### src/rtl/cu_pkg.sv
// Shared definitions for the control unit.
// This package holds the FSM state encoding, the 5-bit opcodes, the IR field
// positions, and the bit index of each ALU select line.
package cu_pkg;

    typedef enum logic [3:0] {
        ST_RST  = 4'd0,
        ST_T0   = 4'd1,
        ST_T1   = 4'd2,
        ST_T2   = 4'd3,
        ST_T3   = 4'd4,
        ST_T4   = 4'd5,
        ST_T5   = 4'd6,
        ST_T6   = 4'd7,
        ST_HALT = 4'd8
    } state_t;

    localparam logic [4:0] OP_ADD = 5'b00011;
    localparam logic [4:0] OP_SUB = 5'b00100;
    localparam logic [4:0] OP_SHR = 5'b00101;
    localparam logic [4:0] OP_SHL = 5'b00110;
    localparam logic [4:0] OP_ROR = 5'b00111;
    localparam logic [4:0] OP_ROL = 5'b01000;
    localparam logic [4:0] OP_AND = 5'b01001;
    localparam logic [4:0] OP_OR  = 5'b01010;
    localparam logic [4:0] OP_MUL = 5'b01111;
    localparam logic [4:0] OP_DIV = 5'b10000;
    localparam logic [4:0] OP_NEG = 5'b10001;
    localparam logic [4:0] OP_NOT = 5'b10010;

    // IR field positions: opcode, then the Ra/Rb/Rc register numbers
    localparam int OP_MSB = 31;
    localparam int OP_LSB = 27;
    localparam int RA_MSB = 26;
    localparam int RA_LSB = 23;
    localparam int RB_MSB = 22;
    localparam int RB_LSB = 19;
    localparam int RC_MSB = 18;
    localparam int RC_LSB = 15;

    // ALU select vector, ADD in the MSB down to NOT in the LSB
    localparam int ALU_W   = 12;
    localparam int ALU_ADD = 11;
    localparam int ALU_SUB = 10;
    localparam int ALU_MUL = 9;
    localparam int ALU_DIV = 8;
    localparam int ALU_SHR = 7;
    localparam int ALU_SHL = 6;
    localparam int ALU_ROR = 5;
    localparam int ALU_ROL = 4;
    localparam int ALU_AND = 3;
    localparam int ALU_OR  = 2;
    localparam int ALU_NEG = 1;
    localparam int ALU_NOT = 0;

    // Register number to one-hot strobe vector
    function automatic logic [15:0] reg_onehot(input logic [3:0] idx);
        logic [15:0] one;
        one = 16'h0001;
        return one << idx;
    endfunction

endpackage

### src/rtl/cu_decode.sv
// Combinational instruction decoder: IR -> one-hot ALU select, one-hot
// Ra/Rb/Rc strobes, and the illegal / multiply-divide / unary flags.
// Macro CU_MULDIV_EN: when undefined, MUL and DIV decode as illegal.
module cu_decode
    import cu_pkg::*;
(
    input  logic [31:0]      ir_i,
    output logic [ALU_W-1:0] alu_sel_o,
    output logic [15:0]      ra_oh_o,
    output logic [15:0]      rb_oh_o,
    output logic [15:0]      rc_oh_o,
    output logic             illegal_o,
    output logic             muldiv_o,
    output logic             unary_o
);

    logic [4:0] opcode;
    logic       unused_ir_bits;

    assign opcode         = ir_i[OP_MSB:OP_LSB];
    assign ra_oh_o        = reg_onehot(ir_i[RA_MSB:RA_LSB]);
    assign rb_oh_o        = reg_onehot(ir_i[RB_MSB:RB_LSB]);
    assign rc_oh_o        = reg_onehot(ir_i[RC_MSB:RC_LSB]);
    assign unused_ir_bits = ^ir_i[RC_LSB-1:0];

    // Opcode to ALU select; anything not listed is illegal and selects nothing
    always_comb begin
        alu_sel_o = '0;
        illegal_o = 1'b0;
        muldiv_o  = 1'b0;
        unary_o   = 1'b0;
        case (opcode)
            OP_ADD: alu_sel_o[ALU_ADD] = 1'b1;
            OP_SUB: alu_sel_o[ALU_SUB] = 1'b1;
            OP_SHR: alu_sel_o[ALU_SHR] = 1'b1;
            OP_SHL: alu_sel_o[ALU_SHL] = 1'b1;
            OP_ROR: alu_sel_o[ALU_ROR] = 1'b1;
            OP_ROL: alu_sel_o[ALU_ROL] = 1'b1;
            OP_AND: alu_sel_o[ALU_AND] = 1'b1;
            OP_OR:  alu_sel_o[ALU_OR]  = 1'b1;
`ifdef CU_MULDIV_EN
            OP_MUL: begin
                alu_sel_o[ALU_MUL] = 1'b1;
                muldiv_o           = 1'b1;
            end
            OP_DIV: begin
                alu_sel_o[ALU_DIV] = 1'b1;
                muldiv_o           = 1'b1;
            end
`endif
            OP_NEG: begin
                alu_sel_o[ALU_NEG] = 1'b1;
                unary_o            = 1'b1;
            end
            OP_NOT: begin
                alu_sel_o[ALU_NOT] = 1'b1;
                unary_o            = 1'b1;
            end
            default: illegal_o = 1'b1;
        endcase
    end

endmodule

### src/rtl/control_unit.sv
// Hardwired control unit: Moore sequencer T0..T6 that emits datapath
// strobes, decoded from the state register and the instruction register.
// Macro CU_MULDIV_EN enables MUL/DIV (two-step result write via LO/HI, T6).
module control_unit
    import cu_pkg::*;
(
    input  logic        Clock_i,
    input  logic        Reset_i,
    input  logic [31:0] IR_i,
    input  logic        MemStall_i,
    input  logic        Stop_i,
    output logic [15:0] Rin_o,
    output logic [15:0] Rout_o,
    output logic        PCout_o,
    output logic        PCin_o,
    output logic        IncPC_o,
    output logic        MARin_o,
    output logic        MDRin_o,
    output logic        MDRout_o,
    output logic        IRin_o,
    output logic        RYin_o,
    output logic        RZin_o,
    output logic        Zlowout_o,
    output logic        Zhighout_o,
    output logic        HIin_o,
    output logic        LOin_o,
    output logic        Read_o,
    output logic        ADD_o,
    output logic        SUB_o,
    output logic        MUL_o,
    output logic        DIV_o,
    output logic        SHR_o,
    output logic        SHL_o,
    output logic        ROR_o,
    output logic        ROL_o,
    output logic        AND_o,
    output logic        OR_o,
    output logic        NEGATE_o,
    output logic        NOT_o,
    output logic        Run_o,
    output logic        Illegal_o
);

    state_t           state_q;
    logic [ALU_W-1:0] alu_sel;
    logic [ALU_W-1:0] alu_act;
    logic [15:0]      ra_oh;
    logic [15:0]      rb_oh;
    logic [15:0]      rc_oh;
    logic             illegal;
    logic             muldiv;
    logic             unary;

    cu_decode u_decode (
        .ir_i      (IR_i),
        .alu_sel_o (alu_sel),
        .ra_oh_o   (ra_oh),
        .rb_oh_o   (rb_oh),
        .rc_oh_o   (rc_oh),
        .illegal_o (illegal),
        .muldiv_o  (muldiv),
        .unary_o   (unary)
    );

    // Sequencer: fetch T0-T2, operand T3, execute T4, write-back T5 (T6 for HI)
    always_ff @(posedge Clock_i or posedge Reset_i) begin
        if (Reset_i) begin
            state_q <= ST_RST;
        end else begin
            case (state_q)
                ST_RST:  state_q <= ST_T0;
                ST_T0:   state_q <= ST_T1;
                ST_T1:   if (!MemStall_i) state_q <= ST_T2;
                ST_T2:   state_q <= ST_T3;
                ST_T3:   state_q <= illegal ? ST_T0 : ST_T4;
                ST_T4:   state_q <= ST_T5;
                ST_T5: begin
                    if (muldiv)      state_q <= ST_T6;
                    else if (Stop_i) state_q <= ST_HALT;
                    else             state_q <= ST_T0;
                end
                ST_T6:   state_q <= Stop_i ? ST_HALT : ST_T0;
                ST_HALT: state_q <= ST_HALT;
                default: state_q <= ST_RST;
            endcase
        end
    end

    // Strobe decode; one bus driver per state, PCin only once the memory is ready
    always_comb begin
        Rin_o      = '0;
        Rout_o     = '0;
        PCout_o    = 1'b0;
        PCin_o     = 1'b0;
        IncPC_o    = 1'b0;
        MARin_o    = 1'b0;
        MDRin_o    = 1'b0;
        MDRout_o   = 1'b0;
        IRin_o     = 1'b0;
        RYin_o     = 1'b0;
        RZin_o     = 1'b0;
        Zlowout_o  = 1'b0;
        Zhighout_o = 1'b0;
        HIin_o     = 1'b0;
        LOin_o     = 1'b0;
        Read_o     = 1'b0;
        alu_act    = '0;
        Illegal_o  = 1'b0;
        Run_o      = (state_q != ST_RST) && (state_q != ST_HALT);
        case (state_q)
            ST_T0: begin
                PCout_o = 1'b1;
                MARin_o = 1'b1;
                IncPC_o = 1'b1;
                RZin_o  = 1'b1;
            end
            ST_T1: begin
                Zlowout_o = 1'b1;
                Read_o    = 1'b1;
                MDRin_o   = 1'b1;
                PCin_o    = !MemStall_i;
            end
            ST_T2: begin
                MDRout_o = 1'b1;
                IRin_o   = 1'b1;
            end
            ST_T3: begin
                Rout_o    = rb_oh;
                RYin_o    = 1'b1;
                Illegal_o = illegal;
            end
            ST_T4: begin
                Rout_o  = unary ? rb_oh : rc_oh;
                alu_act = alu_sel;
                RZin_o  = 1'b1;
            end
            ST_T5: begin
                Zlowout_o = 1'b1;
                if (muldiv) LOin_o = 1'b1;
                else        Rin_o  = ra_oh;
            end
            ST_T6: begin
                Zhighout_o = 1'b1;
                HIin_o     = 1'b1;
            end
            default: ;
        endcase
    end

    assign ADD_o    = alu_act[ALU_ADD];
    assign SUB_o    = alu_act[ALU_SUB];
    assign SHR_o    = alu_act[ALU_SHR];
    assign SHL_o    = alu_act[ALU_SHL];
    assign ROR_o    = alu_act[ALU_ROR];
    assign ROL_o    = alu_act[ALU_ROL];
    assign AND_o    = alu_act[ALU_AND];
    assign OR_o     = alu_act[ALU_OR];
    assign NEGATE_o = alu_act[ALU_NEG];
    assign NOT_o    = alu_act[ALU_NOT];

`ifdef CU_MULDIV_EN
    assign MUL_o = alu_act[ALU_MUL];
    assign DIV_o = alu_act[ALU_DIV];
`else
    logic unused_muldiv;
    assign unused_muldiv = alu_act[ALU_MUL] | alu_act[ALU_DIV];
    assign MUL_o = 1'b0;
    assign DIV_o = 1'b0;
`endif

endmodule

### config.mk
export PLATFORM = sky130hd
export DESIGN_NAME = control_unit
export DESIGN_NICKNAME = d
export VERILOG_FILES = /design/src/rtl/cu_pkg.sv /design/src/rtl/cu_decode.sv /design/src/rtl/control_unit.sv
export SDC_FILE = /design/constraint.sdc
export NUM_CORES = 1
export LEC_CHECK = 0
export CAP_MARGIN = 30
export CELL_PAD_IN_SITES_DETAIL_PLACEMENT = 0
export CELL_PAD_IN_SITES_GLOBAL_PLACEMENT = 1
export CORE_ASPECT_RATIO = 0.8
export CORE_MARGIN = 1.5
export CORE_UTILIZATION = 15
export CTS_BUF_LIST = sky130_fd_sc_hd__clkbuf_4 sky130_fd_sc_hd__clkbuf_8 sky130_fd_sc_hd__clkbuf_16
export CTS_CLUSTER_DIAMETER = 120
export CTS_CLUSTER_SIZE = 16
export DETAILED_ROUTE_END_ITERATION = 6
export PLACE_DENSITY_LB_ADDON = 0.15
export SETUP_SLACK_MARGIN = 0.02
export SYNTH_ARGS = -nofsm -noshare
export SYNTH_HDL_FRONTEND = slang
export SYNTH_SLANG_ARGS = --single-unit
### constraint.sdc
create_clock -name Clock_i -period 1.8 [get_ports Clock_i]
set_input_delay 0.27 -clock Clock_i [delete_from_list [all_inputs] [get_ports Clock_i]]
set_output_delay 0.27 -clock Clock_i [all_outputs]
set_load 0.02 [all_outputs]
==> flow_summary_export.csv, run 1 <==
group,metric,value,unit
clocking,hold_buffers,0,
timing,timing_hold_violations_final,0,
timing,fin_skew,0.000799,ns
finish,largest_reg_flops,4,
critical_path,critPathMaxFanout,7,
finish,drive_above_1_share,0.648,
route,wl_per_cell,13.0,µm
clocking,cts_tree,"built",
grt,overflow,0,
floorplanning,die_area,6240,µm²
synthesis,synth_area,866,µm²
finish,num_antenna_cells,0,
critical_path,path_buf_inv,1,
outcome,status,"finished, violations left",
pwr,p_leak,1.02,nW
floorplanning,dieHeight,71.0,µm
critical_path,crit_arrival,1.77,ns
critical_path,cp.required,1.53,ns
grt,antenna_found_initial,0,
route,top_layer_used,"met4",
synthesis,synth_cell_types,34,
grt,grt_first_pass_wirelength,6400,µm
route,vias,1439,
finish,final_nets,291,
outcome,violations,"negative setup slack",
floorplanning,core,5500,µm²
route,final_antenna_net_count,0,
route,viasPerCell,4.35,
synthesis,ys_seq_area_frac,0.116,
timing,max_freq,491,MHz
synthesis,synth_top_area_cell,"nor2_1",
critical_path,worst_path_max_delay_cell,"or4b_4",
critical_path,crit_path_max_incr_delay,0.55,ns
finish,post-route-cell-area,2370,µm²
critical_path,path_cells,"nand2b_4 > nor2_8 > or4b_4 > nor3_4 > buf_6",
timing,slew_violations,0,
placed_design,place_congestion,0.785,
finish,multiInputGateArea,977,µm²
floorplanning,ioPinCount,96,
grt,grt_max_degree,9,
floorplanning,rows,24,
placed_design,hpwlAfterDp,3280,µm
floorplanning,chipWidth,87.9,µm
clocking,worstSkewPairLatency,0.22,ns
finish,top_register,"state_q",
synthesis,ys_ff_latch,4,
finish,syn_to_final_growth,173,%
grt,grt_usage,0.128,
timing,period_share,1.13,
route,wl,4310,µm
route,dr.pass1.iters,4,
route,wl_met1,1900,µm
pwr,power,1.81,mW
synthesis,synthCells,130,
clocking,numCtsBuffers,3,
clocking,cts_sinks,4,
route,drt_iter0_drc,56,
min_path,hold_path.class,"primary input to asynchronous set/reset pin",
critical_path,crit_family,"simple AND/OR/NAND/NOR gates",
route,met3_length,190,µm
critical_path,start_kind,"flop",
flow_run,drv_cap,0,
placed_design,io_buffers,77,
critical_path,crit_type,"flop to output port",
timing,timing.setup.tns,-5.23,ns
timing,grt_setup_unrepaired,"true",
clocking,path_clk_slew,0.03,ns
route,drcViolationCount,0,
critical_path,cp-end-kind,"output port",
route,wl_met2,2170,µm
finish,fillers,563,
floorplanning,start_util,0.158,
synthesis,yosysWarnings,0,
pwr,power_density,764,nW/µm²
timing,setup-violations-final,37,
finish,reg_top3,"state_q: 4 flops",
pwr,ir_drop,0.721,mV
timing,hold_slack,0.235,ns
placed_design,placed_area,2060,µm²
timing,fin_ws,-0.237,ns
synthesis,synth_area_leaders,"nor2_1, dfrtp_1, o22ai_1, buf_4, nand2b_1",
finish,seq_area,101,µm²
grt,grt_pass1_vias,1354,
clocking,cts-htree-levels,1,
placed_design,dp_slack,-1.01,ns
synthesis,yosysTopAreaCellShare,0.117,
synthesis,syn_area_per_cell,6.66,µm²
timing,fin_crit,2.04,ns
clocking,clock_path_buffers,2,
clocking,cts_root_buf,"clkbuf_8",
report_power, final:
part	internal (mW)	switching [mW]
logic	0.724	0.717
clock network	0.143	0.0467
registers	0.128	0.0491
total	0.995	0.813
per-stage QoR:
stage,utilization,cells
2_1_floorplan,-,132
3_3_place_gp,0.375,317
3_5_place_dp,0.375,317
4_1_cts,0.389,325
5_1_grt,0.431,331
6_report,0.431,331
repair_timing:
action                                  in CTS  in global routing
resized for setup                          293                 62
gates cloned                                 0                  0
pin swaps                                   20                 17
hold endpoints to repair                     0                  0
endpoints found under the setup margin      57                 48
buffers inserted                             5                  7
logic make-up (layout without fill, tap and decap cells):
| kind of cell | Yosys count | after routing | share of synthesized area |
|---|---|---|---|
| flops | 4 | 4 | 0.116 |
| other cells | 1 | 3 | 0.00433 |
| xor+xnor | 1 | 1 | 0.0101 |
| compound gates | 24 | 24 | 0.186 |
| simple gates | 85 | 85 | 0.565 |
| buf+inv | 15 | 136 | 0.118 |
layout make-up:
class                      instances  area share
inverter                           4     0.00740
sequential                         4      0.0428
multi-input combinational        113       0.413
clock buffer                       3      0.0175
tap                               78      0.0412
timing repair buffer             129       0.478
routing by layer:
layer,vias up,GRT usage
li1,716,-
met1,681,0.175
met2,36,0.216
met3,6,0.0152
met4,0,0.0265
met5,-,0
cells in the final DEF, fill, tap and decap left out, drive strengths merged:
cell,instances
xor2,1
clkdlybuf4s50,15
nand4,2
or4,2
or2b,1
buf,99
nand3b,2
or2,2
a21bo,1
dfrtp,4
o21a,1
nor4bb,1
a211o,2
nand2,10
nand3,6
nor4,1
nand2b,10
clkdlybuf4s15,7
inv,4
conb,3
or4b,2
a21boi,1
o21ai,2
nand4b,4
or3,2
clkbuf,8
nor3,10
o22a,1
o22ai,16
dlygate4sd2,3
nor2,29
nor3b,1
cells in the mapped netlist (all sizes together):
| library cell | instances |
|---|---|
| nor4 | 1 |
| o21a | 1 |
| nor4bb | 1 |
| a21boi | 1 |
| a21bo | 1 |
| nand2b | 10 |
| o22a | 1 |
| nand4 | 2 |
| o22ai | 16 |
| or4 | 2 |
| or4b | 2 |
| nor2 | 29 |
| nand2 | 10 |
| dfrtp | 4 |
| xor2 | 1 |
| inv | 4 |
| buf | 11 |
| a211o | 2 |
| or3 | 2 |
| nand3 | 6 |
| nand4b | 4 |
| conb | 1 |
| or2 | 2 |
| nor3 | 10 |
| nor3b | 1 |
| or2b | 1 |
| nand3b | 2 |
| o21ai | 2 |
final timing paths:
check / startpoint / end / slack, ns / depth (start not counted)
min in group Clock_i: state_q[3] / state_q[0] / 0.59 / 2
min: Reset_i / state_q[2] / 0.24 / 2
max in group asynchronous: Reset_i / state_q[0] / 1.40 / 2
max: state_q[3] / SUB_o / -0.24 / 5
min reg2reg: state_q[3] / state_q[0] / 0.59 / 2
max reg2reg: state_q[0] / state_q[3] / 0.45 / 4
worst register-to-register path, delay by kind of cell (launching register included):
family                 cells  cell delay (ns)
buffers and inverters      2             0.28
AOI/OAI and AO/OA          1             0.15
and+or+nand+nor            1             0.38
DFF                        1             0.46
Note: power is estimated with default switching activity, not from simulation.
==> inputs of run 2 (changes only) <==
Settings changed: GPL_TIMING_DRIVEN from default to 0.
==> flow_summary_export.csv, run 2 (same netlist as run 1, synthesis figures left out) <==
group,metric,value,unit
route,dr.pass1.iters,4,
finish,post-route-util,0.408,
pwr,p_leak,0.986,nW
finish,layout_common_cells,"buf_4, buf_6, nor2_1",
pwr,p_clk_frac,0.110,
floorplanning,ioPinCount,96,
route,wl,3830,µm
min_path,hold_path.class,"primary input to asynchronous set/reset pin",
pwr,power.internal,0.979,mW
clocking,worstSkewPairLatency,0.22,ns
timing,timing.setup.tns,-7.87,ns
route,vias,1395,
placed_design,dp_slack,-1.16,ns
clocking,cts_sinks,4,
timing,period_share,1.17,
pwr,power_density,791,nW/µm²
timing,timing_hold_violations_final,0,
route,final_antenna_net_count,0,
finish,syn_to_final_growth,159,%
route,drt_iter0_drc,43,
clocking,cts_tree,"built",
pwr,combPwrFrac,0.786,
pwr,ir_drop,0.626,mV
outcome,status,"finished, violations left",
critical_path,crit_type,"flop to output port",
flow_run,drv_cap,0,
outcome,violations,"negative setup slack",
timing,fin_ws,-0.302,ns
route,viasPerCell,4.37,
timing,fin_skew,0.00133,ns
route,wl_per_cell,12.0,µm
grt,grt_usage,0.113,
floorplanning,die_area,6240,µm²
clocking,clock_path_buffers,2,
finish,num_antenna_cells,0,
grt,grt_first_pass_wirelength,5780,µm
clocking,numCtsBuffers,3,
timing,hold_slack,0.239,ns
critical_path,r2r_start,"state_q[0]",
pwr,seq_power_share,0.104,
floorplanning,rows,24,
clocking,path_clk_slew,0.03,ns
grt,grt_max_degree,11,
critical_path,cp-end-kind,"output port",
finish,post-route-cell-area,2240,µm²
grt,overflow,0,
grt,grt_pass1_vias,1244,
placed_design,placed_area,1840,µm²
timing,max_freq,476,MHz
critical_path,start_kind,"flop",
critical_path,worst_path_max_delay_cell,"or4b_4",
pwr,p_sw,0.797,mW
floorplanning,chipWidth,87.9,µm
critical_path,cp-startpoint,"state_q[3]",
finish,drive_above_1_share,0.581,
critical_path,path_cells,"nand2b_4 > nor2_4 > or4b_4 > o22ai_4 > buf_6",
finish,final_nets,279,
clocking,cts_root_buf,"clkbuf_8",
pwr,sw_frac_of_total,0.449,
pwr,power,1.78,mW
placed_design,place_congestion,0.741,
timing,grt_setup_unrepaired,"true",
finish,top_register,"state_q",
placed_design,hpwlAfterDp,2830,µm
route,drcViolationCount,0,
finish,final_common_cell,"buf_4",
finish,instances_no_fill,319,
finish,reg_top3,"state_q: 4 flops",
critical_path,crit_arrival,1.83,ns
floorplanning,start_util,0.158,
critical_path,critPathMaxFanout,7,
timing,setup-violations-final,41,
placed_design,dp.cells,287,
grt,antenna_found_initial,0,
floorplanning,dieHeight,71.0,µm
critical_path,crit_path_max_incr_delay,0.53,ns
placed_design,io_buffers,77,
floorplanning,core,5500,µm²
timing,fin_crit,2.10,ns
timing,slew_violations,0,
critical_path,cp.required,1.53,ns
finish,largest_reg_flops,4,
clocking,cts-htree-levels,1,
[run 2: cell count changes in the layout (fill, tap and decap cells not counted), sizes merged]
cell           before  now
dlygate4sd2         3   11
dlymetal6s2s        0    1
clkdlybuf4s15       7    9
buf                99   77
clkdlybuf4s50      15   14
[run 2: final cells by class]
| class | instances | area (µm²) |
|---|---|---|
| Buffer | 9 | 71.3 |
| Clock buffer | 3 | 41.3 |
| Fill cell | 581 | 3250 |
| Inverter | 4 | 17.5 |
| Multi-Input combinational cell | 113 | 943 |
| Sequential cell | 4 | 103 |
| Tap cell | 78 | 97.6 |
| Timing Repair Buffer | 108 | 971 |
[run 2: power groups by stage]
stage / registers, mW / clock network [mW] / logic (mW)
after global routing: 0.193 / 0.205 / 1.49
after detailed placement: 0.175 / 0 / 1.10
after floorplan: 0.161 / 0 / 0.675
final: 0.185 / 0.194 / 1.40
after global placement: 0.178 / 0 / 1.11
after CTS: 0.173 / 0.196 / 1.22
[run 2: final timing paths]
kind / cells past startpoint / to / slack (ns)
setup / recovery: 5 / Rout_o[1] / -0.30
max in group asynchronous: 2 / state_q[0] / 1.39
setup reg to reg: 5 / state_q[1] / 0.38
min in group Clock_i: 2 / state_q[1] / 0.63
hold / removal: 2 / state_q[1] / 0.24
hold reg to reg: 2 / state_q[1] / 0.63
[run 2: what timing repair did]
| item | in CTS | in global routing |
|---|---|---|
| setup endpoints to repair | 57 | 54 |
| gates resized for setup | 251 | 54 |
| hold buffers | 0 | 0 |
| pin swaps | 17 | 15 |
| buffers inserted | 21 | 10 |
[run 2: worst max-delay path, delay by kind of cell (launching register included)]
kind | cells | cell delay (ns)
AO/OA/AOI/OAI | 1 | 0.17
buffers and inverters | 1 | 0.14
flip-flops | 1 | 0.40
AND/OR/NAND/NOR | 3 | 0.90
[run 2: per-layer routing]
metal  global-route usage  share of wire
met5                    0              0
met4               0.0159         0.0021
met3               0.0198          0.073
met2                0.176           0.48
met1                0.167           0.45
==> inputs of run 3 (changes only) <==
Settings changed: SKIP_LAST_GASP from default to 1.
==> flow_summary_export.csv, run 3 (same netlist as run 1, synthesis figures left out) <==
group,metric,value,unit
grt,grt_first_pass_wirelength,5770,µm
finish,multiInputGateArea,983,µm²
floorplanning,core,5500,µm²
finish,num_antenna_cells,0,
route,viasPerCell,4.33,
finish,top_register,"state_q",
finish,final_common_cell,"buf_4",
floorplanning,die_area,6240,µm²
critical_path,critPathMaxFanout,6,
pwr,ir_drop,0.598,mV
placed_design,dp_slack,-1.16,ns
floorplanning,rows,24,
outcome,status,"finished, violations left",
clocking,cts_tree,"built",
timing,grt_setup_unrepaired,"true",
grt,grt_usage,0.113,
clocking,path_clk_slew,0.03,ns
timing,slew_violations,0,
finish,drive_above_1_share,0.616,
finish,largest_reg_flops,4,
timing,fin_skew,0.00198,ns
route,vias,1399,
flow_run,drv_cap,0,
pwr,p_leak,1.01,nW
grt,grt_pass1_vias,1243,
clocking,hold_buffers,0,
timing,max_freq,466,MHz
floorplanning,dieHeight,71.0,µm
critical_path,cp.required,1.53,ns
placed_design,placed_area,1840,µm²
floorplanning,ioPinCount,96,
timing,period_share,1.19,
route,dr.pass1.iters,4,
clocking,numCtsBuffers,3,
grt,grt_max_degree,11,
placed_design,dp.cells,287,
critical_path,crit_arrival,1.87,ns
finish,post-route-cell-area,2330,µm²
placed_design,io_buffers,77,
route,drt_iter0_drc,48,
clocking,clock_path_buffers,2,
timing,timing.setup.tns,-7.69,ns
min_path,hold_path.class,"primary input to asynchronous set/reset pin",
clocking,worstSkewPairLatency,0.22,ns
critical_path,start_kind,"flop",
finish,fillers,585,
clocking,cts_root_buf,"clkbuf_8",
critical_path,cp-end-kind,"output port",
pwr,power_density,768,nW/µm²
floorplanning,chipWidth,87.9,µm
timing,fin_ws,-0.344,ns
floorplanning,start_util,0.158,
finish,syn_to_final_growth,169,%
finish,seq_area,103,µm²
route,wl,3910,µm
grt,overflow,0,
clocking,cts-htree-levels,1,
finish,reg_top3,"state_q: 4 flops",
finish,instances_no_fill,323,
route,drcViolationCount,0,
placed_design,hpwlAfterDp,2830,µm
timing,timing_hold_violations_final,0,
grt,antenna_found_initial,0,
timing,setup-violations-final,39,
route,final_antenna_net_count,0,
placed_design,place_congestion,0.741,
critical_path,crit_type,"flop to output port",
timing,fin_crit,2.14,ns
finish,final_nets,283,
route,wl_per_cell,12.1,µm
finish,layout_common_cells,"buf_4, buf_6, nor2_1, clkdlybuf4s50_1, nor2_4",
clocking,cts_sinks,4,
timing,hold_slack,0.239,ns
outcome,violations,"negative setup slack",
==> run 3: changes by cell type in the layout (fill, tap and decap cells not counted), sizes merged <==
cell	change
clkdlybuf4s15	-4
dlygate4sd2	-3
clkbuf	-2
buf	+13
==> run 3: what timing repair did <==
action,in CTS,in global routing
buffers inserted,21,16
pin swaps,17,20
endpoints found under the setup margin,57,54
endpoints found under the hold margin,0,0
resized for setup,246,98
==> run 3: worst paths after layout <==
kind | start | end | slack, ns | cells past startpoint
min | Reset_i | state_q[1] | 0.24 | 2
max | state_q[3] | Rout_o[1] | -0.34 | 5
max reg2reg | state_q[3] | state_q[1] | 0.34 | 6
max in group asynchronous | Reset_i | state_q[0] | 1.39 | 2
min in group Clock_i | state_q[1] | state_q[1] | 0.65 | 2
min reg2reg | state_q[1] | state_q[1] | 0.65 | 2
==> run 3: metrics by stage <==
stage               utilization  power, mW
finish                    0.423       1.79
global route              0.423       1.90
CTS                       0.373       1.59
detailed placement        0.335       1.27
global placement          0.335       1.29
floorplan                     -      0.837
==> run 3: power by group <==
group	switching [mW]	internal, mW	total, mW
clock	0.0515	0.143	0.195
combinational	0.707	0.700	1.41
sequential	0.0564	0.129	0.186
total	0.815	0.972	1.79
==> run 3: per-layer routing <==
layer  global-route usage  wire, µm
met1                0.166      1770
met2                0.176      1910
met3               0.0198       220
met4               0.0159         8
met5                    0         0
==> run 3: worst max-delay path, stage by stage, from the launching register on <==
cell,delay [ns]
dfrtp_1,0.41
nand2b_4,0.22
nor2_4,0.16
or4b_4,0.54
o22ai_4,0.19
buf_6,0.14
==> run 3: area by class of cell <==
type / instances / area share
plain buffers: 9 / 0.0306
clock buffers: 3 / 0.0177
inverters: 4 / 0.00753
multi-input cells: 113 / 0.423
flip-flops and latches: 4 / 0.0441
well taps: 78 / 0.0419
repair buffers: 112 / 0.435
